<file path="config.mk">
export PLATFORM = sky130hd
export DESIGN_NAME = leb128_u32_stream_dec
export DESIGN_NICKNAME = d
export VERILOG_FILES = /design/src/rtl/leb128_u32_stream_dec.sv
export SDC_FILE = /design/constraint.sdc
export NUM_CORES = 1
export LEC_CHECK = 0
export ABC_AREA = 1
export CORE_MARGIN = 2
export CORE_UTILIZATION = 50
export DETAILED_ROUTE_END_ITERATION = 12
export PLACE_DENSITY = 0.78
export RECOVER_POWER = 25
export SYNTH_ARGS = -nofsm -noshare
export SYNTH_HDL_FRONTEND = slang
export SYNTH_SLANG_ARGS = --single-unit
</file>
<file path="constraint.sdc">
create_clock -name clk -period 3.7 [get_ports clk]
set_clock_uncertainty 0.2 [all_clocks]
set_input_delay 0.74 -clock clk [delete_from_list [all_inputs] [get_ports clk]]
set_output_delay 0.74 -clock clk [all_outputs]
set_load 0.05 [all_outputs]
</file>
<file path="src/rtl/leb128_u32_stream_dec.sv">
// Serial unsigned 32-bit LEB128 decoder: one encoded byte in per handshake,
// one decoded value plus a malformed flag out per complete encoding.
// Optional macro LEB128_LEN_EN adds o_len, the byte count of each encoding.
module leb128_u32_stream_dec #(
    parameter int unsigned MAX_BYTES = 5
) (
    input  logic        clk,
    input  logic        rst,
    input  logic [7:0]  i_data,
    input  logic        i_valid,
    output logic        i_ready,
    output logic [31:0] o_data,
    output logic        o_err,
    output logic        o_valid,
    input  logic        o_ready
`ifdef LEB128_LEN_EN
    ,
    output logic [2:0]  o_len
`endif
);

    localparam int unsigned GRP_W = 7;
    localparam logic [2:0]  LAST  = 3'(MAX_BYTES - 1);

    typedef enum logic [1:0] {
        ACC   = 2'd0,
        DRAIN = 2'd1,
        HOLD  = 2'd2
    } state_t;

    state_t      state;
    logic [2:0]  cnt;
    logic [31:0] acc;
    logic [4:0]  shamt;
    logic [31:0] grp;
    logic        accept;

    // Ready depends on state alone so upstream never sees a combinational loop.
    assign i_ready = (state != HOLD);
    assign accept  = i_valid && i_ready;
    assign o_data  = acc;

    // Payload group placed at its 7-bit slot; the 5th group naturally truncates to 4 bits.
    assign shamt = 5'(GRP_W * 32'(cnt));
    assign grp   = 32'(i_data[6:0]) << shamt;

    // Decode FSM: accumulate groups, discard overlong tail, hold result until taken.
    always_ff @(posedge clk or posedge rst) begin
        if (rst) begin
            state   <= ACC;
            cnt     <= 3'd0;
            acc     <= 32'd0;
            o_err   <= 1'b0;
            o_valid <= 1'b0;
        end else begin
            case (state)
                ACC: begin
                    if (accept) begin
                        acc <= acc | grp;
                        if (cnt == LAST) begin
                            if (i_data[7]) begin
                                state <= DRAIN;
                                o_err <= 1'b1;
                            end else begin
                                state   <= HOLD;
                                o_valid <= 1'b1;
                                o_err   <= |i_data[6:4];
                            end
                        end else if (i_data[7]) begin
                            cnt <= cnt + 3'd1;
                        end else begin
                            state   <= HOLD;
                            o_valid <= 1'b1;
                            o_err   <= 1'b0;
                        end
                    end
                end
                DRAIN: begin
                    if (accept && !i_data[7]) begin
                        state   <= HOLD;
                        o_valid <= 1'b1;
                    end
                end
                HOLD: begin
                    if (o_ready) begin
                        state   <= ACC;
                        o_valid <= 1'b0;
                        o_err   <= 1'b0;
                        acc     <= 32'd0;
                        cnt     <= 3'd0;
                    end
                end
                default: state <= ACC;
            endcase
        end
    end

`ifdef LEB128_LEN_EN
    // Byte count of the current encoding, saturating at 7 for long overlong tails.
    always_ff @(posedge clk or posedge rst) begin
        if (rst) begin
            o_len <= 3'd0;
        end else if (state == HOLD) begin
            if (o_ready) begin
                o_len <= 3'd0;
            end
        end else if (accept && (o_len != 3'd7)) begin
            o_len <= o_len + 3'd1;
        end
    end
`endif

endmodule

</file>
==> impl_results.md <==
- Arrival time worst endpoint: 3010 ps
- Nets: 354
- Slowest-stage cell, CP: fa_1
- Crit. End Element: flop
- Mux cell area share after synthesis: 0
- CP Launch Type: flop
- Global route overflow: 0
- RSZ-0062 raised after global routing: false
- Pins over their slew limit: 0
- Fin Setup TNS: 0 ps
- Layout cell share with drive strength beyond 1: 0.0742
- Placer Congestion: 0.915
- WHS: 303 ps
- Residual DRC: 0
- Worst-Margin Slew: 514 ps
- Compound-Gate Fraction of Synth Area: 0.128
- DRT iter0 DRCs: 187
- Count of different cell masters after synthesis: 35
- Top post-synthesis cells by count: nand2_1, inv_1, dfrtp_1, nand3_1, a21oi_1
- Max Fclk: 334 MHz
- Clock sink count: 39
- Sequential fraction of the synthesis area: 0.429
- Starting Density: 0.522
- WL final: 5360 um
- Fill count: 382
- CTS Buf Count: 5
- Via count: 2,116
- Tmin final: 2990 ps
- Post-DP HPWL: 3840 um
- Area of the die: 5110 um2
- DRT Pass-1 Iters: 4
- Synth Instances: 293
- Global-route wire length before repair: 9130 um
- CTS tree: yes
- Hold buffer count at CTS: 0
- # port buffers: 46
- Die width: 71.5 um
- Status: completed
- Max Cap Viol: 0
- CP cell instances: fa_1, ha_1, inv_1, fa_1, inv_1, nor2_1, a21oi_1, a21oi_1
- Worst-path clk slew: 80 ps
- Clock Tree Buf Depth: 2
- Worst-Skew Late Latency: 290 ps
- FP Rows: 24
- Vias in the first global route: 1,950
- CP peak stage delay: 710 ps
- H-tree depth: 2
- Final ANT Viol Nets: 0
- Req. time, crit path: 3720 ps
- Ranking of synthesized cells by area: dfrtp_1, nand2_1, nand3_1
- GRT Util Overall: 0.227
- Cell Area, Synth: 2270 um2
- Worst path bufs/invs: 2
- Top cell type by total area after synthesis: dfrtp_1
- Adder-cell share of the synthesized area: 0.0396
- Slew margin rel.: 0.657
- Post-Syn Nets: 311
- Post-synth top area share: 0.429
- Synth Area in XOR/XNOR: 0.0110
- Final setup fails: 0
- Synth Area in Simple Gates: 0.276
- Most common cell in the synthesized netlist: nand2_1
- Ant diodes: 0
- Count of flip-flops with a built-in enable after synthesis: 0
- Tcrit/Tclk final: 0.809
- Die Ht: 71.5 um
- Syn avg cell area: 7.76 um2
- Layout area overhead: 24.1%
- Avg WL per Cell: 13.8 um
- Main synth FF type: dfrtp_1
- CTS-repair resized insts: 0
- Hold Vio Cnt, Final: 0
- Root Driver: clkbuf_8
- Worst-path fanout max: 11
- Largest net degree at the start of global routing: 40
- Warnings, synthesis: 0
- Top delay family on crit path: adder cells
- Setup Crit Path Kind: flop to flop
- Core Footprint: 4350 um2
- Vias per cell: 5.44
- Num ports: 47
- Hold Crit Class: flop to flop
- Largest family of logic cells by synthesized area: simple AND/OR/NAND/NOR gates
- Initial antenna violation count: 0
- Async S/R FF share, synth: 1.00
- Post-CTS setup buffers: 0
- Number of synthesized register bits: 39
-- per-layer routing --
metal / share of wire / GRT usage
met5: 0 / 0
met3: 0.046 / 0.0408
met4: 0.019 / 0.0713
met1: 0.47 / 0.335
met2: 0.46 / 0.342
-- worst reg2reg max path: cells and delay by family, from the launching register on --
family          cells  cell delay [ps]
compound gates      2              240
fa+ha+maj           3             1440
buf+inv             2              320
flops               1              510
simple gates        1              200
-- worst paths after layout --
| path | from | to | slack, ps | depth (start not counted) |
|---|---|---|---|---|
| setup / recovery | cnt[0] | o_data[16] | 710 | 8 |
| hold / removal | o_data[14] | o_data[14] | 300 | 2 |
| setup reg to reg | cnt[0] | o_data[16] | 710 | 8 |
| hold reg to reg | o_data[14] | o_data[14] | 300 | 2 |
| max in group asynchronous | rst | o_data[17] | 2160 | 3 |
| min in group asynchronous | rst | o_err | 790 | 3 |
-- logic make-up (layout without fill, tap and decap cells) --
family	Yosys count	count (layout)
simple gates	135	135
buf+inv	60	104
fa+ha+maj	6	6
flops	39	39
compound gates	51	51
xor+xnor	2	2
-- state kept, by name, indices dropped and copies added (netlist names) --
signal and count:
state 2, cnt 3, o_valid 1, o_err 1, o_data 32
-- metrics by stage --
step	utilization	setup WS [ps]	instances	instance area, um2
after CTS	0.649	707	389	2820
after global placement	0.629	814	381	2740
after floorplan	-	1070	293	2270
after global routing	0.649	535	389	2820
after detailed placement	0.629	715	381	2740
final	0.649	708	389	2820
-- placed cells by master, fill, tap and decap left out --
master	instances
inv_2	1
clkinv_1	1
nor2_1	16
nand4_1	8
o211ai_1	2
nor3_1	1
a21oi_1	34
inv_1	43
clkdlybuf4s50_1	45
clkinv_2	1
a211oi_1	1
clkbuf_1	1
ha_1	4
nand3_2	2
xnor2_1	1
a21oi_4	1
nand2_2	1
dlygate4sd3_1	1
fa_1	2
nand2_4	2
nand4_2	1
xor2_2	1
o311ai_0	1
nand2_1	62
o21ai_0	8
buf_4	3
nor2_2	2
clkbuf_8	5
o31ai_1	1
a31oi_2	1
inv_4	2
clkinvlp_4	1
nand3_1	39
o22ai_1	1
dfrtp_1	39
a31oi_1	1
nor2_4	1
-- final cells by class --
cell class	count	area, um2	share of cell area
multi-input cells	194	1030	0.366
inverters	47	181	0.0642
well taps	52	65.1	0.0230
repair buffers	49	483	0.171
clock buffers	6	72.6	0.0257
flip-flops and latches	39	976	0.346
clock inverters	2	12.5	0.00443
Power is left out: the tool's default activity adds up to more than one toggle a clock period on the data nets, which glitch-free logic cannot reach.
